[src/rtl/training_mem_loader.sv]
// training_mem_loader: writer side of the training-data memory port.
// Labelled feature words arrive on a valid/ready stream and pass through a small
// FIFO. Each word is then written to consecutive addresses starting at 0.
// A memory word is {label, feature3, feature2, feature1, feature0}.
// Define LOADER_VERIFY_EN to read back and compare every word after it is written.
// In that build each word takes 4 cycles instead of 2, and any mismatch sets a
// sticky verify_err flag.
//
// state   | meaning
// --------+---------------------------------------------------------------
// S_IDLE  | no session; the memory port is released (cs/we/oe low)
// S_POP   | wait for a buffered word, move the FIFO head into mem_wdata
// S_WRITE | cs=1 we=1 for one cycle at mem_address
// S_RD    | readback cycle, cs=1 oe=1 (verify build only)
// S_CMP   | compare mem_rdata with the written word (verify build only)
// S_DONE  | one-cycle load_done pulse, then back to idle
module training_mem_loader #(
    parameter int FIFO_DEPTH  = 4,
    parameter int MAX_SAMPLES = 256
) (
    input  logic        CLK,
    input  logic        RESETn,
    input  logic        load_start,
    input  logic [8:0]  load_len,
    input  logic        load_abort,
    input  logic        in_valid,
    output logic        in_ready,
    input  logic [31:0] in_data,
    input  logic        in_label,
    output logic [7:0]  mem_address,
    output logic [32:0] mem_wdata,
    input  logic [32:0] mem_rdata,
    output logic        cs_control,
    output logic        we_control,
    output logic        oe_control,
    output logic        load_busy,
    output logic        load_done,
    output logic [8:0]  loaded_count,
    output logic        verify_err
);

    localparam int             PW        = $clog2(FIFO_DEPTH);
    localparam logic [PW:0]    DEPTH_CNT = FIFO_DEPTH[PW:0];
    localparam logic [8:0]     MAX_LEN   = 9'(MAX_SAMPLES);

    typedef enum logic [2:0] {
        S_IDLE,
        S_POP,
        S_WRITE,
        S_RD,
        S_CMP,
        S_DONE
    } state_t;

    state_t        state;
    logic [32:0]   fifo_mem [FIFO_DEPTH];
    logic [PW-1:0] wr_ptr;
    logic [PW-1:0] rd_ptr;
    logic [PW:0]   fifo_cnt;
    logic [8:0]    len_reg;
    logic [8:0]    accepted;
    logic [8:0]    len_clamped;
    logic [7:0]    next_addr;
    logic          fifo_full;
    logic          fifo_empty;
    logic          push;
    logic          pop;
    logic          flush;

    assign fifo_full   = (fifo_cnt == DEPTH_CNT);
    assign fifo_empty  = (fifo_cnt == '0);
    assign in_ready    = load_busy && !fifo_full && (accepted < len_reg);
    assign flush       = load_abort && (state != S_IDLE);
    // A word offered in the abort cycle is flushed together with the rest.
    assign push        = in_valid && in_ready && !flush;
    assign pop         = (state == S_POP) && !fifo_empty && !load_abort;
    assign len_clamped = (load_len > MAX_LEN) ? MAX_LEN : load_len;
    // The address saturates at the top word, so a full-capacity load never wraps to 0.
    assign next_addr   = (mem_address == 8'hFF) ? mem_address : mem_address + 8'd1;

`ifndef LOADER_VERIFY_EN
    logic unused_rdata;
    assign unused_rdata = ^mem_rdata;
    assign verify_err   = 1'b0;
`endif

    // FIFO storage; contents are don't-care until written, so no reset is needed
    always_ff @(posedge CLK) begin
        if (push) begin
            fifo_mem[wr_ptr] <= {in_label, in_data};
        end
    end

    // FIFO pointers and occupancy; a push and a pop in the same cycle leave the count unchanged
    always_ff @(posedge CLK or negedge RESETn) begin
        if (!RESETn) begin
            wr_ptr   <= '0;
            rd_ptr   <= '0;
            fifo_cnt <= '0;
        end else if (flush) begin
            wr_ptr   <= '0;
            rd_ptr   <= '0;
            fifo_cnt <= '0;
        end else begin
            if (push) wr_ptr <= wr_ptr + 1'b1;
            if (pop)  rd_ptr <= rd_ptr + 1'b1;
            case ({push, pop})
                2'b10:   fifo_cnt <= fifo_cnt + 1'b1;
                2'b01:   fifo_cnt <= fifo_cnt - 1'b1;
                default: fifo_cnt <= fifo_cnt;
            endcase
        end
    end

    // Session FSM with registered memory strobes, counters and status
    always_ff @(posedge CLK or negedge RESETn) begin
        if (!RESETn) begin
            state        <= S_IDLE;
            mem_address  <= '0;
            mem_wdata    <= '0;
            cs_control   <= 1'b0;
            we_control   <= 1'b0;
            oe_control   <= 1'b0;
            load_busy    <= 1'b0;
            load_done    <= 1'b0;
            loaded_count <= '0;
            len_reg      <= '0;
            accepted     <= '0;
`ifdef LOADER_VERIFY_EN
            verify_err   <= 1'b0;
`endif
        end else begin
            load_done <= 1'b0;
            if (push) accepted <= accepted + 9'd1;

            if (flush) begin
                // A write on its final cycle still lands in memory, so it is counted.
                if (state == S_WRITE) loaded_count <= loaded_count + 9'd1;
                state      <= S_IDLE;
                load_busy  <= 1'b0;
                cs_control <= 1'b0;
                we_control <= 1'b0;
                oe_control <= 1'b0;
            end else begin
                case (state)
                    S_IDLE: begin
                        if (load_start) begin
                            mem_address  <= '0;
                            loaded_count <= '0;
                            accepted     <= '0;
                            len_reg      <= len_clamped;
                            load_busy    <= 1'b1;
`ifdef LOADER_VERIFY_EN
                            verify_err   <= 1'b0;
`endif
                            if (len_clamped == 9'd0) begin
                                state     <= S_DONE;
                                load_done <= 1'b1;
                            end else begin
                                state <= S_POP;
                            end
                        end
                    end
                    S_POP: begin
                        if (pop) begin
                            mem_wdata  <= fifo_mem[rd_ptr];
                            cs_control <= 1'b1;
                            we_control <= 1'b1;
                            state      <= S_WRITE;
                        end
                    end
                    S_WRITE: begin
                        loaded_count <= loaded_count + 9'd1;
                        we_control   <= 1'b0;
`ifdef LOADER_VERIFY_EN
                        // The address is held so the readback hits the word just written.
                        oe_control <= 1'b1;
                        state      <= S_RD;
`else
                        cs_control  <= 1'b0;
                        mem_address <= next_addr;
                        if ((loaded_count + 9'd1) == len_reg) begin
                            state     <= S_DONE;
                            load_done <= 1'b1;
                        end else begin
                            state <= S_POP;
                        end
`endif
                    end
`ifdef LOADER_VERIFY_EN
                    S_RD: begin
                        cs_control <= 1'b0;
                        oe_control <= 1'b0;
                        state      <= S_CMP;
                    end
                    S_CMP: begin
                        if (mem_rdata != mem_wdata) verify_err <= 1'b1;
                        mem_address <= next_addr;
                        if (loaded_count == len_reg) begin
                            state     <= S_DONE;
                            load_done <= 1'b1;
                        end else begin
                            state <= S_POP;
                        end
                    end
`endif
                    S_DONE: begin
                        load_busy <= 1'b0;
                        state     <= S_IDLE;
                    end
                    default: begin
                        state <= S_IDLE;
                    end
                endcase
            end
        end
    end

endmodule

[config.mk]
export PLATFORM = sky130hd
export DESIGN_NAME = training_mem_loader
export DESIGN_NICKNAME = d
export VERILOG_FILES = /design/src/rtl/training_mem_loader.sv
export SDC_FILE = /design/constraint.sdc
export NUM_CORES = 1
export LEC_CHECK = 0
export CORE_ASPECT_RATIO = 1.1
export CORE_MARGIN = 1
export CORE_UTILIZATION = 49
export CTS_CLUSTER_SIZE = 28
export DETAILED_ROUTE_END_ITERATION = 10
export PLACE_DENSITY = 0.83
export SLEW_MARGIN = 40
export SYNTH_ARGS = -nofsm -noshare
export SYNTH_HDL_FRONTEND = slang
export SYNTH_SLANG_ARGS = --single-unit
[constraint.sdc]
create_clock -name CLK -period 3 [get_ports CLK]
set_input_delay 0.3 -clock CLK [delete_from_list [all_inputs] [get_ports CLK]]
set_output_delay 0.3 -clock CLK [all_outputs]
set_load 0.03 [all_outputs]
==> results.json <==
{
  "synth_edf_count": 132,
  "antenna_found_initial": 0,
  "fp.dieW_um": 130,
  "grt_max_degree": 68,
  "clock_latency_ns": 0.50,
  "hp-class": "input port to asynchronous set/reset pin",
  "tns_ns": 0,
  "grt_first_pass_wirelength_um": 29400,
  "gp_congestion": 0.870,
  "intPower_mw": 6.66,
  "ys_seq_elements": 213,
  "slew_viol_final": 0,
  "areaGrowthSynthToFinish_pct": 24.0,
  "power_density_nw_per_um2": 909,
  "layout-drive-gt1-share_pct": 12.9,
  "grt_overflow": 0,
  "max_cap_viol_count": 0,
  "stdcell_count": 989,
  "leakagePower_nw": 4.20,
  "numCtsBuffers": 23,
  "synth-seq-area-share_pct": 68.1,
  "drtAntennaViolNets": 0,
  "io_buffers": 101,
  "vias": 5515,
  "fin_crit_ns": 2.85,
  "cp-start-kind": "flip-flop",
  "fmax_mhz": 351,
  "post-route-drc-count": 0,
  "grt_setup_unrepaired": "false",
  "cts_buffer_depth": 3,
  "pwr-share-clk_pct": 27.3,
  "largest_reg_flops": 132,
  "arrival_ns": 2.55,
  "power_frac_seq_pct": 42.0,
  "root_buffer": "clkbuf_16",
  "cts_tree": "done",
  "netlist_instances": 618,
  "grt_pass1_vias": 5857,
  "tightest_slew_ns": 0.651,
  "regMostFlops": "fifo_mem",
  "path_class": "flip-flop to output port",
  "drt_iter0_drc": 360,
  "cts.sinks": 213,
  "cp_slowest_cell": "dlygate4sd2_1",
  "slowest_delay_ns": 0.43,
  "status": "completed",
  "postSynthAreaPerCell_um2": 14.2,
  "combinationalPowerShare_pct": 30.7,
  "fill_cells": 1325,
  "finalCritPeriodShare_pct": 95.0,
  "whs_ns": 0.393,
  "place_hpwl_um": 11900,
  "io_pins": 137,
  "crit_chain": "inv_1, ha_1, a211o_1, a221oi_2, o211a_1, dlygate4sd2_1",
  "fin_ws_ns": 0.149,
  "totalPowerFinal_mw": 9.91,
  "dr.pass1.iters": 5,
  "viasPerCell": 5.58,
  "antenna_cells": 0,
  "fp-row-count": 51,
  "p_sw_share_pct": 32.8,
  "die_area_um2": 18500,
  "final_hold_viol_count": 0,
  "cp_max_fo": 5,
  "start_util_pct": 50.0,
  "wl_um": 18400,
  "slew_headroom_pct": 56.6,
  "fin_skew_ns": 0.0155,
  "finish.utilization_pct": 61.9,
  "top_regs": "fifo_mem (132), mem_wdata (33)",
  "ys_types": 51,
  "netlist_area_um2": 8800,
  "power.switching_mw": 3.25,
  "fin_nets": 831,
  "die-height_um": 143,
  "cts.htree.levels": 1,
  "fin_area_um2": 10900,
  "yosys_warnings": 0,
  "clk_pin_slew_ns": 0.06,
  "ys_async_sr_fraction_pct": 38.0,
  "routedWlPerCell_um": 18.6,
  "track_usage_pct": 20.7,
  "ir_worst_vdd_uv": 708,
  "setup_violations": 0,
  "postPlaceCellArea_um2": 10200,
  "core_um2": 17600,
  "synth-main-ff-cell": "edfxtp_1",
  "post-place-ws_ns": 0.200,
  "cp-end-kind": "output port",
  "crit_required_ns": 2.70,
  "dp.cells": 947
}
## final timing paths
check,start,cells past startpoint,slack [ns],end
setup / recovery,len_reg[6],6,0.15,in_ready
hold reg to reg,mem_wdata[6],2,0.47,mem_wdata[6]
setup reg to reg,len_reg[6],9,0.17,fifo_mem[0][28]
max in group asynchronous,RESETn,3,2.01,wr_ptr[0]
hold / removal,RESETn,2,0.39,loaded_count[6]
min in group CLK,in_data[7],1,0.43,fifo_mem[0][7]
## area by class of cell
class,instances,area [µm²],area share [%]
flip-flops and latches,213,6000,55.0
multi-input cells,362,2640,24.2
repair buffers,119,1200,11.0
clock buffers,28,594,5.45
well taps,238,298,2.73
clock inverters,13,129,1.18
inverters,16,60.1,0.550
## kinds of logic after synthesis
family	Yosys count	synth area share [%]
other	1	0.0426
muxes	37	8.90
buffers and inverters	44	2.10
xor gates and xnor gates	26	2.59
DFF	213	68.1
AOI/OAI and AO/OA	62	4.56
adders and majority gates	16	2.36
and+or+nand+nor	219	11.4
## cells in the mapped netlist, types with 2 or more instances
master	number	area [µm²]
dfrtp_1	81	2030
inv_1	15	56.3
or4_1	2	15.0
nand3b_1	8	60.1
mux2i_1	4	40.0
and2_1	7	43.8
a211o_1	2	17.5
a21oi_1	10	50.1
nand4_1	7	43.8
a31oi_1	2	12.5
nor4_1	3	18.8
o21ai_0	26	130
or3_1	2	12.5
nand3_1	13	65.1
nor2b_1	5	31.3
o41ai_1	2	17.5
nand2_1	121	454
nor3_1	3	15.0
xnor2_1	15	131
xor2_1	11	96.3
mux4_2	33	743
nand2b_1	7	43.8
buf_1	4	15.0
and3_1	8	50.1
ha_1	15	188
edfxtp_1	132	3960
nor2_1	30	113
buf_4	3	22.5
o21a_1	3	22.5
clkbuf_1	19	71.3
o31ai_1	5	37.5
## power by group through the flow
stage	Clock [mW]	Combinational, mW	Sequential [mW]
after floorplan	0	1.61	4.49
final	2.71	3.04	4.17
after global routing	2.86	3.31	4.24
after detailed placement	0	3.06	4.22
after global placement	0	2.97	4.17
after CTS	2.76	3.08	4.17
## metal layers
layer	part of all wire, %	global-route usage (%)	vias to the layer above
met5	0	0	-
met4	2.2	6.43	0
met3	6.6	3.65	39
met2	52	37.0	209
met1	39	25.3	2799
li1	-	-	2468
## timing repair
action	in CTS	in global routing
endpoints found under the setup margin	1	0
endpoints found under the hold margin	65	0
gates resized for setup	1	0
hold buffers	1	0
buffers inserted	0	0
## cell usage in the layout (no fill, tap or decap), types with 5 or more instances in the layout
master           netlist  final
a21oi_1               10     10
and3_1                 8      8
buf_4                  3     13
clkbuf_1              19      5
clkbuf_16              0     23
clkdlybuf4s50_1        0     99
clkinv_2               0      5
dfrtp_1               81     79
edfxtp_1             132    132
ha_1                  15     15
inv_1                 15     15
mux4_2                33     33
nand2_1              121    121
nand2b_1               7      7
nand3_1               13     13
nand3b_1               8      8
nand4_1                7      7
nor2_1                30     30
nor2b_1                5      5
o21ai_0               26     26
o31ai_1                5      5
xnor2_1               15     15
xor2_1                11     11
## worst max-delay path: cells and delay by family, from the launching register on
kind / cells / cell delay (ns)
adders and majority gates: 1 / 0.31
AOI/OAI and AO/OA: 3 / 0.86
DFF: 1 / 0.37
buffers and inverters: 2 / 0.50
(Power assumes the default switching activity.)
